--- config.mk ---
export PLATFORM = sky130hd
export DESIGN_NAME = alu_op_scheduler
export DESIGN_NICKNAME = d
export VERILOG_FILES = /design/src/rtl/alu_op_scheduler.sv
export SDC_FILE = /design/constraint.sdc
export NUM_CORES = 1
export LEC_CHECK = 0
export CAP_MARGIN = 15
export CORE_MARGIN = 2
export CORE_UTILIZATION = 41
export DETAILED_ROUTE_END_ITERATION = 10
export MAX_ROUTING_LAYER = met4
export PLACE_DENSITY = 0.87
export RECOVER_POWER = 100
export SLEW_MARGIN = 40
export SYNTH_ARGS = -nofsm -noshare
export SYNTH_HDL_FRONTEND = slang
export SYNTH_SLANG_ARGS = --single-unit
--- constraint.sdc ---
create_clock -name CK -period 1.95 [get_ports CK]
set_input_delay 0.2925 -clock CK [delete_from_list [all_inputs] [get_ports CK]]
set_output_delay 0.2925 -clock CK [all_outputs]
set_load 0.1 [all_outputs]
--- src/rtl/alu_op_scheduler.sv ---
// Round-robin arbiter/sequencer that owns the select of the registered ALU result mux.
// Define ALU_SCHED_FIXED_PRIO_EN for fixed lowest-index-wins priority instead of round-robin.
module alu_op_scheduler #(
  parameter int N_REQ  = 4,
  parameter int SEL_W  = 3,
  parameter int DATA_W = 16
) (
  input  logic                   CK,
  input  logic                   RST,
  input  logic [N_REQ-1:0]       req,
  input  logic [N_REQ*SEL_W-1:0] op,
  input  logic [DATA_W-1:0]      mux_out,
  output logic [SEL_W-1:0]       sel,
  output logic [N_REQ-1:0]       grant,
  output logic                   busy,
  output logic [DATA_W-1:0]      result,
  output logic [N_REQ-1:0]       result_valid
);

  localparam int PTR_W = (N_REQ > 1) ? $clog2(N_REQ) : 1;

  // state | meaning
  // IDLE  | waiting for any request; arbitrate on the edge one is seen
  // ISSUE | select driven, mux registers its inputs on this edge
  // WAIT  | mux output valid, captured on this edge
  // DONE  | result_valid pulse to the owner, then release
  typedef enum logic [1:0] {IDLE, ISSUE, WAIT, DONE} state_t;

  state_t             state_q, state_d;
  logic [SEL_W-1:0]   sel_q, sel_d;
  logic [N_REQ-1:0]   grant_q, grant_d;
  logic               busy_q, busy_d;
  logic [DATA_W-1:0]  result_q, result_d;
  logic [N_REQ-1:0]   rv_q, rv_d;

  logic               found;
  logic [PTR_W-1:0]   win_idx;
  logic [SEL_W-1:0]   win_op;

`ifdef ALU_SCHED_FIXED_PRIO_EN
  always_comb begin
    found   = 1'b0;
    win_idx = '0;
    for (int i = N_REQ - 1; i >= 0; i--) begin
      if (req[i]) begin
        found   = 1'b1;
        win_idx = PTR_W'(i);
      end
    end
  end
`else
  logic [PTR_W-1:0] ptr_q, ptr_d;

  // Search starts just after the last winner and ends at it.
  always_comb begin
    found   = 1'b0;
    win_idx = '0;
    for (int k = 1; k <= N_REQ; k++) begin
      logic [PTR_W-1:0] idx;
      idx = PTR_W'((int'(ptr_q) + k) % N_REQ);
      if (!found && req[idx]) begin
        found   = 1'b1;
        win_idx = idx;
      end
    end
  end

  always_comb begin
    ptr_d = ptr_q;
    if (state_q == IDLE && found) ptr_d = win_idx;
  end

  always_ff @(posedge CK) begin
    if (RST) ptr_q <= PTR_W'(N_REQ - 1);
    else     ptr_q <= ptr_d;
  end
`endif

  always_comb begin
    win_op = '0;
    for (int i = 0; i < N_REQ; i++) begin
      if (win_idx == PTR_W'(i)) win_op = op[i*SEL_W +: SEL_W];
    end
  end

  always_comb begin
    state_d  = state_q;
    sel_d    = sel_q;
    grant_d  = grant_q;
    busy_d   = busy_q;
    result_d = result_q;
    rv_d     = '0;
    unique case (state_q)
      IDLE: begin
        if (found) begin
          grant_d = {{(N_REQ-1){1'b0}}, 1'b1} << win_idx;
          sel_d   = win_op;
          busy_d  = 1'b1;
          state_d = ISSUE;
        end
      end
      ISSUE: state_d = WAIT;
      WAIT: begin
        result_d = mux_out;
        rv_d     = grant_q;
        state_d  = DONE;
      end
      DONE: begin
        grant_d = '0;
        busy_d  = 1'b0;
        state_d = IDLE;
      end
      default: state_d = IDLE;
    endcase
  end

  always_ff @(posedge CK) begin
    if (RST) begin
      state_q  <= IDLE;
      sel_q    <= '0;
      grant_q  <= '0;
      busy_q   <= 1'b0;
      result_q <= '0;
      rv_q     <= '0;
    end else begin
      state_q  <= state_d;
      sel_q    <= sel_d;
      grant_q  <= grant_d;
      busy_q   <= busy_d;
      result_q <= result_d;
      rv_q     <= rv_d;
    end
  end

  assign sel          = sel_q;
  assign grant        = grant_q;
  assign busy         = busy_q;
  assign result       = result_q;
  assign result_valid = rv_q;

endmodule

Word level (Yosys, flattened, before mapping)
Index checks and enable logic that the tools add are counted.

word-level totals
  bits of input ports = 34
  register bits after elaboration = 32
  logic and storage cells = 63
  output and inout port bits = 28

cells by class
  shift-type cells = 1
  equality and inequality tests = 7
  bitwise logic cells = 1
  reduce and logical (&&, ||, !) cells = 13
  magnitude comparators = 4
  muxes and demuxes = 26
  add/subtract/negate cells = 4

operators by type and width
  cell                 number
  $lt 2x3->1 const B   4
  $mux 3               4
  $mux 2               5
  $mux 1               9
  $bmux 1 s2           4
  $eq 2x2->1 const B   4
  $pmux 2 s4           1
  $pmux 4 s2           1
  $add 2x1->2 const B  2
  $add 2x2->2 const B  2
  $eq 2x1->1 const B   2
  $logic_and 1x1->1    4
  $logic_not 2->1      2
  $mux 4               1
  $reduce_and 2->1     2
  $shl 1x2->4 const A  1
  $logic_not 1->1      3
  $ne 2x2->1 const B   1
  $pmux 1 s2           1
  $reduce_bool 2->1    1
  $reduce_or 2->1      1
  $not 1->1            1

Longest topological paths before layout
Gate-level depths: netlist (run 1).

  depth in word-level cells = 18
  gate-level depth with buffers = 7
  gate-level depth less buffers = 7

Worst setup path after synthesis (run 1)
OpenSTA, ideal clock, no wires.

  kind = reg-to-reg
  start = register state_q[0]
  end = register result_q[10], in the netlist result[10]
  path slack = 0.377 ns
  arrival = 1.445 ns
  cell stages (with the launch flop) = 7
  required time = 1.822 ns
  period minus slack after synthesis = 1.573 ns
  path through = dfxtp_1 inv_1 ha_1 clkbuf_1 buf_2 mux2i_1 nor2_1

on the way
  word-level cells in the longest chain between the ends = 1

RTL lines
  item                      line  text
  start: declaration        29    state_t state_q, state_d;
  start signal: assignment  126   state_q <= state_d;
  $eq 2x2->1                93    unique case (state_q)
  end signal: assignment    130   result_q <= result_d;
  end: declaration          33    logic [DATA_W-1:0] result_q, result_d;

Every way passes these cells.
A chain may end at the register's enable or synchronous reset.

Worst setup path in the final report (run 1)
  start = input req[3]
  end = register grant_q[2], in the netlist grant[2]

on the way
  word-level cells in the longest chain between the ends = 15
  elaborated cells on any way between the ends = 27

RTL lines
  item                          line  text
  start: declaration            10    input logic [N_REQ-1:0] req,
  $bmux 1 s2                    61    if (!found && req[idx]) begin
  $mux 1 (not written as such)  61
  $mux 1                        61
  $logic_not 1->1               61
  $logic_and 1x1->1             61
  $mux 1                        61
  $logic_not 1->1               61
  $logic_and 1x1->1             61
  $mux 1                        61
  $logic_not 1->1               61
  $logic_and 1x1->1             61
  $mux 2                        61
  $shl 1x2->4                   96    grant_d = {{(N_REQ-1){1'b0}}, 1'b1} << win_idx;
  $mux 4                        95    if (found) begin
  $pmux 4 s2                    93
  end signal: assignment        128   grant_q <= grant_d;
  end: declaration              31    logic [N_REQ-1:0] grant_q, grant_d;

Parallel ways exist; a longest one is shown, timed or not. The select of a mux whose other input is x is not followed.

==> flow_summary.toml, run 1 <==
[drt]
drc = 0
detailedRoute.firstPassIterationCount = 4
route.detailed.vias_per_inst = 4.65
ant_nets = 0
wl_per_cell_um = 11.2
num_vias = 1191
wl_um = 2860
drt_first_iter_violations = 34

[worst_hold_path]
holdPathEnd = "grant[3]"
type_of_the_tightest_min_delay_check = "reg -> reg"
holdCritStartpoint = "grant[3]"
timing.hold.worst_path_depth = 2

[sta]
rsz0062_at_grt = "no"
hold_viol_final = 0
finalSetupViolCount = 0
max-slew-margin-rel_pct = 62.9
fmax_mhz = 574
max_slew.worst_pin.slew_ps = 556
fin_worst_skew_ps = 4.53
fin_hold_ws_ps = 484
period_minus_slack_ps = 1740
layout_worst_path_cycle_share_pct = 89.4
timing.final.max_slew_violations = 0

[place]
routabilityCongestion = 0.684
hpwlAfterDp_um = 2220
number_of_buffers_inserted_by_port_buffering = 61
numPlacedInstances = 248

[critical_path]
crit_path_start_kind = "primary input"
worst-path-buf-inv = 2
ff2ff_setup_slack_ps = 340
worst_endpoint_data_arrival_time_ps = 1950
r2r_cells = 7
crit_path_cell_trace = "dlygate4sd3_1 > o41ai_1 > buf_4 > nor2_2 > and2_0 > a22oi_1 > nor2_1"
cp-startpoint = "req[3]"
critical_path_required_ps = 2160
critical_path.reg2reg.startpoint = "state_q[0]"
timing.setup.critical_path_class = "in -> reg"
timing.critical_path.slowest_stage_cell = "dlygate4sd3_1"
endpoint_kind = "flop"
crit_family = "buffers and inverters"
cp_max_fo = 9
critical_path.reg2reg.endpoint = "sel[1]"
critical_path.max_stage_delay_ps = 600

[power_and_ir_drop]
share_comb_of_total_power_pct = 52.7
switching_power_uw = 1400
total_leakage_power_uw = 0.000854
switching_share_pct = 48.8
power_report.internal_total_uw = 1470
seq_power_share_pct = 30.4
pwr_density_cell_mw_per_mm2 = 1440
clkPwrFrac_pct = 16.9
power.ir.vdd_worst_mv = 0.730

[global_route]
pin_count_of_the_biggest_net_entering_global_routing = 30
antenna_found_initial = 0
wire_length_of_the_first_global_routing_pass_um = 4370
grt_usage_pct = 16.0
first_global_vias = 1025
gr-total-overflow = 0

[clocking]
cts-hold-fix-buffers = 0
cts.sink_count = 32
ctsRootBufferMaster = "clkbuf_4"
post-cts-setup-buffer-count = 0
worst_skew_pair.late_latency_ps = 320
tritoncts.num_buffers = 5
post_cts_resized = 0
htree_levels = 2
tritoncts = "done"
cts.reportedPaths.clkPinSlew_ps = 90
max-clock-path-buffers = 2

[cells_and_area]
layout-area-overhead-vs-synth_pct = 45.4
num_antenna_cells = 0
post_layout_nonfiller_instances = 256
layout_cells_sized_above_1_pct = 22.9
final_core_utilization_pct = 60.8
final_nets = 247

[job]
cap_violations = 0

[floorplanning]
initial_utilization_pct = 41.8
die_x_um = 61.9
fp.dieH_um = 61.9
std_cell_rows = 21
placeable_core_region_sq_mm = 0.00328
die_area_sq_mm = 0.00383
io_pins = 62

[synthesis]
yosysSeqAreaShare_pct = 46.7
number_of_distinct_library_cells_after_synthesis = 28
synth_fp_nets = 175
post_synthesis_register_bit_count = 32
synthesis.area_per_instance_sq_um = 10.0
synthesis.instances = 137
syn_area_sq_mm = 0.00137
yosys_warnings = 0

[run_status]
outcome = "completed"
-- layer usage --
metal / share of wire, % / vias to the layer above / GRT usage [%]
li1: - / 616 / -
met1: 42 / 543 / 19.4
met2: 53 / 30 / 26.0
met3: 4.9 / 2 / 4.55
met4: 0.42 / 0 / 4.56
met5: 0 / - / -
-- power groups by stage --
stage | registers (uW) | logic, uW | clock network, uW
floorplan | 1620 | 476 | 0
global route | 889 | 1610 | 517
detailed placement | 889 | 1640 | 0
finish | 870 | 1510 | 484
global placement | 884 | 1620 | 0
CTS | 876 | 1640 | 497
-- how the worst max path moves through the flow --
stage	endpoint	slack, ps	cells after the start
2_1_floorplan	result[10]	380	6
3_3_place_gp	sel[0]	-40	6
3_5_place_dp	sel[1]	-8	7
4_1_cts	sel[1]	320	7
5_1_grt	grant[2]	100	7
6_report	grant[2]	210	7
-- area by class of cell --
class,instances,area (sq um)
multi-input combinational,96,662
fill,299,1290
clock inverter,2,35.0
sequential,32,641
inverter,4,15.0
clock buffer,6,41.3
timing repair buffer,70,544
tap,46,57.6
-- registers in the layout (all words and copies together) (netlist names) --
name,count
state_q,2
busy,1
result_valid,4
result,16
ptr_q,2
sel,3
grant,4
-- Yosys cell counts --
cell       n  area [sq um]
dfxtp_1   32           641
or2b_2     2          17.5
nor2_2     1          6.26
nor2_1    28           105
o21ai_0    1          5.00
nor3_1     2          10.0
nand2b_1   4          25.0
or2_4      1          8.76
a211o_1    1          8.76
nor3b_2    1          12.5
o221ai_1   3          26.3
a22oi_1    2          15.0
mux2i_1   23           230
o41ai_2    1          16.3
a221o_1    1          10.0
clkbuf_1   3          11.3
inv_1      4          15.0
nand2_1    3          11.3
nor2b_1    1          6.26
a21oi_1    5          25.0
a311oi_4   1          26.3
a211oi_1   1          7.51
and2_1     5          31.3
buf_2      1          5.00
ha_1       4          50.1
nand3b_1   3          22.5
nand3_1    2          10.0
clkbuf_8   1          13.8
-- kinds of logic (layout without fill, tap and decap cells) --
| family | count (synthesis) | in the layout | share of synthesized area [%] |
|---|---|---|---|
| AO/OA/AOI/OAI | 16 | 16 | 10.2 |
| adder cells (fa/ha/maj) | 4 | 4 | 3.65 |
| buffers and inverters | 9 | 82 | 3.28 |
| flip-flops | 32 | 32 | 46.7 |
| multiplexers | 23 | 23 | 16.8 |
| AND/OR/NAND/NOR | 53 | 53 | 19.4 |
-- per-stage QoR --
step | setup TNS [ps] | instance area (sq um) | power, uW | setup slack, ps
floorplan | 0 | 1370 | 2090 | 377
global placement | -66.9 | 2030 | 2500 | -39.0
detailed placement | -9.38 | 2030 | 2530 | -8.08
CTS | 0 | 2110 | 3010 | 317
global route | 0 | 2000 | 3020 | 95.5
finish | 0 | 2000 | 2870 | 207
-- placed cells by master (no fill, tap or decap), drive strengths merged, types with 2 or more instances in the layout --
master	Yosys	final
a22oi	2	2
o221ai	3	3
nor3	2	2
clkbuf	4	36
mux2i	23	23
nor2	29	29
buf	1	7
nand3	2	2
nand2b	4	4
inv	4	4
nand3b	3	3
clkdlybuf4s50	0	32
and2	5	5
a21oi	5	5
nand2	3	3
dfxtp	32	32
ha	4	4
or2b	2	2
-- worst reg2reg max path: cells and delay by family (launching register included) --
family	cells	cell delay (ps)
flops	1	340
simple gates	2	450
fa+ha+maj	1	220
buf+inv	2	280
compound gates	2	260
Note: power is estimated with default switching activity, not from simulation.
==> inputs of run 2 (changes only) <==
--- a/config.mk
+++ b/config.mk
@@ -7,10 +7,10 @@
 export LEC_CHECK = 0
 export CAP_MARGIN = 15
 export CORE_MARGIN = 2
-export CORE_UTILIZATION = 41
+export CORE_UTILIZATION = 35
 export DETAILED_ROUTE_END_ITERATION = 10
 export MAX_ROUTING_LAYER = met4
-export PLACE_DENSITY = 0.87
+export PLACE_DENSITY = 0.8
 export RECOVER_POWER = 100
 export SLEW_MARGIN = 40
 export SYNTH_ARGS = -nofsm -noshare
==> constraint.sdc (replaced) <==
create_clock -name CK -period 1.41 [get_ports CK]
set_input_delay 0.2115 -clock CK [delete_from_list [all_inputs] [get_ports CK]]
set_output_delay 0.2115 -clock CK [all_outputs]
set_load 0.02 [all_outputs]
==> run 2 against run 1 <==
  * Clock power up 78%
  * Routed wire length up 23%
  * Global-route usage is 0.63 points higher
  * Register-to-register slack worse by 320 ps
  * Cell count rose by 7.0%
  * Critical endpoint is now sel[2]
  * Via count up 7.6%
  * Setup slack worse by 180 ps
  * Worst hold slack improved by 0.52 ps
  * Highest routed layer unchanged
==> flow_summary.toml, run 2 (synthesis gave the netlist of run 1 again) <==
[clocking]
max-clock-path-buffers = 2
tritoncts = "done"
worst_skew_pair.late_latency_ps = 280
tritoncts.num_buffers = 5
cts.sink_count = 32
htree_levels = 2
cts.reportedPaths.clkPinSlew_ps = 70
ctsRootBufferMaster = "clkbuf_8"

[global_route]
first_global_vias = 1186
pin_count_of_the_biggest_net_entering_global_routing = 30
gr-total-overflow = 0
grt.met1_usage_pct = 20.2
grt-busiest-layer = "met2"
global_route.usage.met2_pct = 26.1
use_met3_pct = 4.73
grt_usage_pct = 16.6
wire_length_of_the_first_global_routing_pass_um = 5420
antenna_found_initial = 0

[cells_and_area]
largest_register_ff_count = 16
final_core_utilization_pct = 63.7
final_area_sq_mm = 0.00237
layout_cells_sized_above_1_pct = 23.5
commonest_non_fill_non_tap_cell_in_the_layout = "dfxtp_1"
layout-area-overhead-vs-synth_pct = 72.4
final_nets = 263
num_antenna_cells = 0
mostFrequentLayoutCells = "dfxtp_1, clkdlybuf4s50_1, nor2_1, dlygate4sd2_1, mux2i_1"

[drt]
wl_um = 3510
drt_first_iter_violations = 61
num_vias = 1281
ant_nets = 0
wl_per_cell_um = 12.8
route.detailed.vias_per_inst = 4.68
drc = 0
detailedRoute.firstPassIterationCount = 4

[sta]
hold_viol_final = 0
max_slew.worst_pin.slew_ps = 326
worst_slack_ps = 24.6
fin_tns_setup_ps = 0
fmax_mhz = 722
fin_worst_skew_ps = 8.41
layout_worst_path_cycle_share_pct = 98.3
max-slew-margin-rel_pct = 78.1
finalSetupViolCount = 0
rsz0062_at_grt = "yes"
timing.final.max_slew_violations = 0
period_minus_slack_ps = 1390

[power_and_ir_drop]
total_leakage_power_uw = 0.00106
pwr_density_cell_mw_per_mm2 = 1640
power.ir.vdd_worst_mv = 0.772

[critical_path]
ff2ff_setup_slack_ps = 20
r2r_cells = 5
timing.setup.critical_path_class = "reg -> reg"
cp_max_fo = 4
critical_path_required_ps = 1580
worst_endpoint_data_arrival_time_ps = 1550
critical_path.reg2reg.endpoint = "sel[2]"
critical_path.reg2reg.startpoint = "ptr_q[0]"
crit_path_start_kind = "flop"
endpoint_kind = "flop"

[job]
cap_violations = 0

[floorplanning]
die_area_sq_mm = 0.00444
initial_utilization_pct = 36.9
placeable_core_region_sq_mm = 0.00372
std_cell_rows = 22
fp.dieH_um = 66.6
die_x_um = 66.6
io_pins = 62

[place]
dp_slack_ps = -530
area_of_placed_instances_sq_mm = 0.00221
number_of_buffers_inserted_by_port_buffering = 61
hpwlAfterDp_um = 2390
routabilityCongestion = 0.761

[worst_hold_path]
holdPathEnd = "grant[3]"
holdCritStartpoint = "grant[3]"
timing.hold.worst_path_depth = 2
type_of_the_tightest_min_delay_check = "reg -> reg"

[run_status]
outcome = "completed"
run 2: cell count changes in the layout (fill, tap and decap cells not counted), moves of 4 or more:
| cell | change |
|---|---|
| clkbuf_8 | +5 |
| buf_4 | +12 |
| clkbuf_2 | -27 |
| dlygate4sd2_1 | +27 |
| clkdlybuf4s50_1 | -4 |
| clkbuf_4 | -4 |
run 2: layout make-up:
cell class / instances / area [sq um]
fillers: 320 / 1350
multi-input cells: 96 / 777
repair buffers: 86 / 758
flip-flops and latches: 32 / 648
clock buffers: 6 / 72.6
well taps: 48 / 60.1
clock inverters: 2 / 35.0
inverters: 4 / 15.0
run 2: timing repair:
item / in CTS / in global routing
hold buffers: 0 / 0
gates resized for setup: 39 / 18
hold endpoints to repair: 0 / 0
buffers inserted: 4 / 4
endpoints found under the setup margin: 36 / 15
gates cloned: 1 / 0
pin swaps: 8 / 9
run 2: how the worst max path moves through the flow:
stage	start	to	slack [ps]
after floorplan	ptr_q[0]	sel[1]	-30
after global placement	req[3]	grant[0]	-460
after detailed placement	req[3]	grant[2]	-530
after CTS	ptr_q[0]	sel[1]	-110
after global routing	ptr_q[0]	ptr_q[0]	-40
final	ptr_q[0]	sel[2]	20
run 2: metrics by stage:
stage | std cells | hold slack [ps] | power [uW]
3_3_place_gp | 261 | 455 | 2860
2_1_floorplan | 137 | 359 | 2090
3_5_place_dp | 261 | 467 | 2890
5_1_grt | 274 | 510 | 4090
4_1_cts | 274 | 475 | 3860
6_report | 274 | 484 | 3870
run 2: layer usage:
metal	wire [um]	part of all wire, %	vias to the layer above
li1	-	-	648
met1	1460	42	599
met2	1820	52	32
met3	204	5.8	2
met4	13	0.37	0
met5	0	0	-
run 2: power breakdown:
part	switching, uW	internal [uW]
Sequential	122	1100
Clock	337	524
Combinational	852	937
Total	1310	2560
run 2: worst max-delay path, stage by stage (launching register included):
cell      delay [ps]
dfxtp_4          370
nand2b_4         150
a311oi_4         240
buf_4            210
mux2i_1          190
o221ai_1         110
